File: config.mk
export PLATFORM = sky130hd
export DESIGN_NAME = mem_stage
export DESIGN_NICKNAME = d
export VERILOG_FILES = /design/src/rtl/mem_stage.sv
export SDC_FILE = /design/constraint.sdc
export NUM_CORES = 1
export LEC_CHECK = 0
export ABC_AREA = 1
export CORE_AREA = 2 2 120 122
export DETAILED_ROUTE_END_ITERATION = 6
export DIE_AREA = 0 0 122 124
export PLACE_DENSITY = 0.81
export REMOVE_ABC_BUFFERS = 1
export SLEW_MARGIN = 20
export SYNTH_ARGS = -nofsm -noshare
export SYNTH_HDL_FRONTEND = slang
export SYNTH_SLANG_ARGS = --single-unit
export TNS_END_PERCENT = 5
File: constraint.sdc
create_clock -name clk -period 1 [get_ports clk]
set_input_delay 0.15 -clock clk [delete_from_list [all_inputs] [get_ports clk]]
set_output_delay 0.15 -clock clk [all_outputs]
set_load 0.02 [all_outputs]
File: src/rtl/mem_stage.sv
// mem_stage: memory-access pipeline stage.
// A load or store parks the stage in a three-state handshake FSM
// (IDLE -> REQ -> DONE) and freezes upstream until the access retires.
// Instructions that do not touch memory pass straight through in one cycle.
// Optional feature: define MEM_TIMEOUT_EN to abort a request that gets no
// dmem_ack within TIMEOUT_CYCLES REQ cycles. The abort pulses mem_err and
// suppresses the register write.
// Handshake: dmem_req is held high for every REQ cycle and the access
// completes on the first rising edge that samples dmem_ack high while
// dmem_req is high. dmem_ack is ignored at all other times.
module mem_stage #(
  parameter int TIMEOUT_CYCLES = 255
) (
  input  logic        clk,
  input  logic        rst_n,
  input  logic [3:0]  br,
  input  logic [3:0]  br_cond,
  input  logic [3:0]  alu_cond,
  input  logic [31:0] alu,
  input  logic [31:0] adder,
  input  logic [31:0] writedata,
  input  logic [3:0]  rd,
  input  logic [10:0] signals,
  output logic        dmem_req,
  output logic        dmem_we,
  output logic [31:0] dmem_addr,
  output logic [31:0] dmem_wdata,
  input  logic [31:0] dmem_rdata,
  input  logic        dmem_ack,
  output logic        stall,
  output logic        pc_src,
  output logic [31:0] br_target,
  output logic [31:0] wb_data,
  output logic [3:0]  wb_rd,
  output logic        wb_we,
  output logic        wb_valid,
  output logic [5:0]  wb_sig,
  output logic [3:0]  wb_br_cond,
  output logic        mem_err
);

  typedef enum logic [1:0] {
    IDLE = 2'd0,
    REQ  = 2'd1,
    DONE = 2'd2
  } state_t;

  state_t      state;
  state_t      next_state;
  logic        memop;
  logic        timeout_hit;
  logic [31:0] rdata_q;

  assign memop = signals[0] | signals[1];

  // The DONE cycle does not stall. The retiring write happens on that same edge.
  assign stall      = ((state == IDLE) && memop) || (state == REQ);
  assign dmem_req   = (state == REQ);
  assign dmem_addr  = alu;
  assign dmem_wdata = writedata;
  assign dmem_we    = dmem_req & signals[1];

  assign pc_src    = signals[4] & (|(br & alu_cond)) & ~stall;
  assign br_target = adder;

`ifdef MEM_TIMEOUT_EN
  logic [7:0] to_cnt;
  logic       err_q;

  // Reaching TIMEOUT_CYCLES-1 in a REQ cycle without ack means this is the last REQ cycle allowed.
  assign timeout_hit = (to_cnt == 8'(TIMEOUT_CYCLES - 1));

  // Count REQ cycles spent waiting. The count restarts each time a new request begins.
  always_ff @(posedge clk or negedge rst_n) begin
    if (!rst_n) begin
      to_cnt <= 8'd0;
    end else if ((state == IDLE) && memop) begin
      to_cnt <= 8'd0;
    end else if ((state == REQ) && !dmem_ack) begin
      to_cnt <= to_cnt + 8'd1;
    end
  end

  // Raise the error flag for exactly the DONE cycle that follows an abort.
  always_ff @(posedge clk or negedge rst_n) begin
    if (!rst_n) begin
      err_q <= 1'b0;
    end else begin
      err_q <= (state == REQ) && !dmem_ack && timeout_hit;
    end
  end

  assign mem_err = err_q;
`else
  logic unused_timeout;
  assign unused_timeout = (TIMEOUT_CYCLES == 0);
  assign timeout_hit    = 1'b0;
  assign mem_err        = 1'b0;
`endif

  // Hold the FSM state register.
  always_ff @(posedge clk or negedge rst_n) begin
    if (!rst_n) begin
      state <= IDLE;
    end else begin
      state <= next_state;
    end
  end

  // Compute the next state of the handshake.
  always_comb begin
    next_state = state;
    case (state)
      IDLE:    if (memop) next_state = REQ;
      REQ:     if (dmem_ack || timeout_hit) next_state = DONE;
      DONE:    next_state = IDLE;
      default: next_state = IDLE;
    endcase
  end

  // Capture read data on the edge that completes the request.
  always_ff @(posedge clk or negedge rst_n) begin
    if (!rst_n) begin
      rdata_q <= 32'd0;
    end else if ((state == REQ) && dmem_ack) begin
      rdata_q <= dmem_rdata;
    end
  end

  // Load the writeback slot on non-stalled edges. Insert a bubble otherwise.
  always_ff @(posedge clk or negedge rst_n) begin
    if (!rst_n) begin
      wb_data    <= 32'd0;
      wb_rd      <= 4'd0;
      wb_we      <= 1'b0;
      wb_valid   <= 1'b0;
      wb_sig     <= 6'd0;
      wb_br_cond <= 4'd0;
    end else if (!stall) begin
      wb_data    <= (signals[3] && !signals[1]) ? rdata_q : alu;
      wb_rd      <= rd;
      wb_we      <= signals[2] & ~mem_err;
      wb_valid   <= 1'b1;
      wb_sig     <= signals[10:5];
      wb_br_cond <= br_cond;
    end else begin
      wb_we    <= 1'b0;
      wb_valid <= 1'b0;
    end
  end

endmodule
# Word-level counts from Yosys, hierarchy flattened
# Cells that the tools add are included.
classes:
  eq_ne: 3
  n_mux: 6
  n_bitwise: 6
  n_reduce_logical: 8
op_table:
  columns: ["operator", "n"]
  rows:
  - ["two-way mux 32 bit", 1]
  - ["bitwise AND 4 bit", 1]
  - ["two-way mux 2 bit", 2]
  - ["case mux 2 bit (2 select lines)", 1]
  - ["OR reduction 4 bit", 1]
  - ["bitwise AND 1 bit", 3]
  - ["logical AND 1 bit", 3]
  - ["== test 2 x 1 -> 1 bit, second input constant", 1]
  - ["zero test 2 bit", 1]
  - ["two-way mux 1 bit", 2]
  - ["inequality test 2 x 1 -> 1 bit, second input constant", 1]
  - ["inequality test 2 bit, second input constant", 1]
  - ["AND reduction 2 bit", 1]
  - ["zero test 1 bit", 1]
  - ["logical OR 1 bit", 1]
  - ["NOT 1 bit", 1]
  - ["OR 1 bit", 1]
word_totals:
  register_bits: 82
  in_bits: 158
  out_inout_bits: 149
  wordCells: 31

# Logic depth before layout (Yosys ltp)
logic_depth:
  word_depth: 5
  ltp_mapped: 8
  mapped_depth_nobuf: 6

# Worst setup path before layout
# No wires, ideal clock.
synth_timing:
  path_kind: "flip-flop to output port"
  start: "register state[1]"
  end: "output port dmem_we"
  arrival_time_ns: 1.216
  required_time_ns: 0.850
  setup_slack_ns: -0.366
  stages_incl_launch_ff: 5
  n_path_buf: 1
  cell_sequence: "dfrtp_1 nor2_4 inv_2 buf_1 nor2_1"
synth_via:
  elab_chain_len: 2
synth_rtl:
  columns: ["element", "line_no", "source"]
  rows:
  - ["from (decl)", "48", "state_t state;"]
  - ["from (signal assigned)", "106", "state <= next_state;"]
  - ["== test 2 x 1 -> 1 bit", "58", "assign dmem_req = (state == REQ);"]
  - ["net dmem_req", "24", "output logic dmem_req,"]
  - ["bitwise AND 1 bit", "61", "assign dmem_we = dmem_req & signals[1];"]
  - ["to (decl)", "25", "output logic dmem_we,"]
# The timed path passes the listed nets, and every way through them passes these cells.

# Worst setup path after layout
layout_timing:
  start: "register state[1]"
  end: "output port dmem_we"
layout_via:
  elab_chain_len: 2
layout_rtl:
  columns: ["element", "line_no"]
  rows:
  - ["== test 2 x 1 -> 1 bit", "58"]
  - ["bitwise AND 1 bit", "61"]
# Every way passes these cells.

==> flow_metrics.py <==
metrics = {
    "route": {
        "dr_wl_met3_um": 3306,
        "route.detailed.drc": 0,
        "top_layer": "met5",
        "met1_length_um": 5626,
        "drt-wirelength-per-cell_um": 20.63,
        "met2WireLength_um": 8091,
        "wl_um": 18300,
        "vias_per_cell": 4.567,
        "vias": 4051,
        "antenna_left": 0,
        "drt_iter0_markers": 198,
        "first_pass_iters": 6,
    },
    "min_path": {
        "worstHoldPathType": "in -> out",
    },
    "global_routing": {
        "grt-ovfl-total": 0,
        "antenna_found_initial": 1,
        "grt_pass1_wl_um": 25870,
        "groute.usage.overall": 0.2422,
        "grt_max_degree": 48,
        "grt_pass1_vias": 3958,
    },
    "placed_design": {
        "portBuffers": 177,
        "routabilityCongestion": 0.8244,
        "placed_area_sq_um": 6115,
        "dp_hpwl_um": 14620,
    },
    "yosys": {
        "postSynthCellCount": 562,
        "synth_area_per_cell_sq_um": 7.723,
        "synth_area_leader_cell": "dfrtp_1",
        "synth_cell_type_count": 16,
        "ys_ff_latch": 82,
        "seq_area_frac_synth": 0.4728,
        "ys_warn_count": 0,
        "synth_area_leaders": "dfrtp_1 (47%), nand2_1 (25%), buf_4 (17%)",
        "synth_area_sq_um": 4340,
        "synth_top_area_share": 0.4728,
    },
    "cts": {
        "worstSkewPairLatency_ns": 0.33,
        "cts_tree": "built",
        "clockBufferDepth": 2,
        "cts_made_buffers": 9,
        "cts_num_sinks": 82,
        "htreeDepth": 3,
        "clock-root-buffer": "clkbuf_16",
        "clk_pin_slew_ns": 0.06,
    },
    "timing": {
        "hold_violations": 0,
        "finalSetupTns_ns": -22.56,
        "rsz0062_at_grt": "yes",
        "setup_slack_ns": -0.4146,
        "max_freq_mhz": 706.9,
        "setup_viol": 131,
        "post-route-period-util": 1.415,
        "report.final.slew_viol_count": 0,
        "fin_crit_ns": 1.415,
        "skew_ns": 0.004758,
    },
    "floorplan": {
        "io_pins": 307,
        "initial_core_util": 0.3164,
        "std_cell_rows": 43,
        "die_h_um": 124,
        "die_w_um": 122,
        "coreArea_sq_um": 13720,
        "design.die.area_sq_um": 15130,
    },
    "power_and_ir_drop": {
        "intPower_w": 0.01006,
        "vdd_drop_max_mv": 0.9556,
        "swShare": 0.3904,
        "p_comb_frac": 0.465,
        "clkPwrFrac": 0.192,
        "leakage_nw": 3.368,
        "p_per_area_nw_per_um2": 2677,
        "pwr-share-seq": 0.343,
        "netSwitchingPower_w": 0.006443,
        "power.total_w": 0.01650,
    },
    "worst_setup_path": {
        "slowest_stage": "dfrtp_1",
        "cp-end-kind": "primary output",
        "criticalPathCategory": "reg -> out",
        "reg2reg_slack_ns": -0.32,
        "required_ns": 0.85,
        "crit_chain": "nor2_4, inv_4, nor2_1, buf_4",
        "critPathMaxFanout": 4,
        "cp_data_arrival_time_ns": 1.26,
        "slowest_delay_ns": 0.42,
        "start_kind": "flop",
    },
    "run_status": {
        "outcome": "finished, violations left",
        "failed_checks": "setup timing",
    },
    "job": {
        "cap_violations": 0,
    },
    "cells_and_area": {
        "num-nets-final": 860,
        "nFillCells": 1355,
        "antenna_cells": 0,
        "drive_above_1_share": 0.2645,
        "fin_area_sq_um": 6165,
        "syn_to_final_growth_pct": 42.03,
    },
}
## stage by stage
stage / util / setup WS, ns / hold WS (ns) / cells
2_1_floorplan: - / -0.5729 / -0.1456 / 439
3_3_place_gp: 0.4457 / -0.8817 / 0.1530 / 865
3_5_place_dp: 0.4457 / -0.8830 / 0.1517 / 865
4_1_cts: 0.4438 / -0.4207 / 0.3002 / 885
5_1_grt: 0.4493 / -0.4860 / 0.3001 / 887
6_report: 0.4493 / -0.4146 / 0.3002 / 887
## final timing paths
| path | start | to | cells after the start |
|---|---|---|---|
| worst max-delay path | state[1] | dmem_we | 4 |
| worst min-delay path | adder[13] | br_target[13] | 0 |
| worst max register to register | state[1] | wb_sig[5] | 7 |
| worst min register to register | wb_br_cond[2] | wb_br_cond[2] | 2 |
| max in group asynchronous | rst_n | rdata_q[4] | 3 |
| min in group asynchronous | rst_n | wb_data[17] | 3 |
## logic make-up (layout without fill, tap and decap cells)
| family | after synthesis | after routing | synth area share |
|---|---|---|---|
| other | 1 | 1 | 0.0008640 |
| buffers and inverters | 129 | 274 | 0.2047 |
| AND/OR/NAND/NOR | 348 | 348 | 0.3180 |
| flip-flops | 82 | 82 | 0.4728 |
| AO/OA/AOI/OAI | 2 | 2 | 0.003746 |
## critical path: cells and delay by family (launching register included)
family | cells | cell delay [ns]
simple gates | 2 | 0.28
buf+inv | 2 | 0.23
flops | 1 | 0.42
## registers in the layout, indices dropped and copies added, names as in the netlist
signal and count:
wb_data 32, wb_valid 1, wb_rd 4, wb_we 1, wb_sig 6, state 2
wb_br_cond 4, rdata_q 32
## timing repair
action,4_1_cts,5_1_grt
hold buffers,1,0
hold endpoints to repair,82,0
endpoints found under the setup margin,166,135
buffers inserted,3,2
gates resized for setup,363,19
pin swaps,2,5
## cell usage after synthesis, drive strengths merged
cell    instances
inv             6
buf           115
conb            1
o21ai           1
nor2            6
clkbuf          8
dfrtp          82
nand2         295
o21bai          1
nand3          47
## power by group through the flow
stage	combinational (W)	sequential, W	clock [W]
2_1_floorplan	0.00254	0.00655	0
3_3_place_gp	0.00783	0.00560	0
3_5_place_dp	0.00798	0.00564	0
4_1_cts	0.00748	0.00562	0.00325
5_1_grt	0.00840	0.00582	0.00341
6_report	0.00767	0.00566	0.00317
## layout by cell type, fill, tap and decap left out, types with 2 or more instances in the layout
master,Yosys,routed
nand3_1,47,46
clkdlybuf4s50_1,0,90
clkbuf_16,0,9
buf_2,14,67
buf_6,3,16
clkbuf_8,0,3
inv_4,0,2
clkbuf_1,8,2
nor2_1,5,3
buf_12,0,11
nor2_2,0,2
nand2_1,292,291
clkinv_2,0,2
inv_1,2,2
nand2_2,3,3
dfrtp_1,82,82
inv_2,4,2
buf_4,97,66
## per-layer routing
metal | vias up | track usage
met4 | 6 | 0.1437
met3 | 42 | 0.1914
met5 | - | 0.08333
met1 | 1801 | 0.2152
li1 | 1904 | -
met2 | 298 | 0.3774
## cell type report
class                   count  area (sq um)  share of cell area
repair buffers            252          2151              0.3489
flip-flops and latches     82          2052              0.3329
multi-input cells         351          1425              0.2312
clock buffers              14         274.0             0.04445
well taps                 180         225.2             0.03653
inverters                   6         27.53            0.004465
clock inverters             2         10.01            0.001624
(Power assumes the default switching activity.)
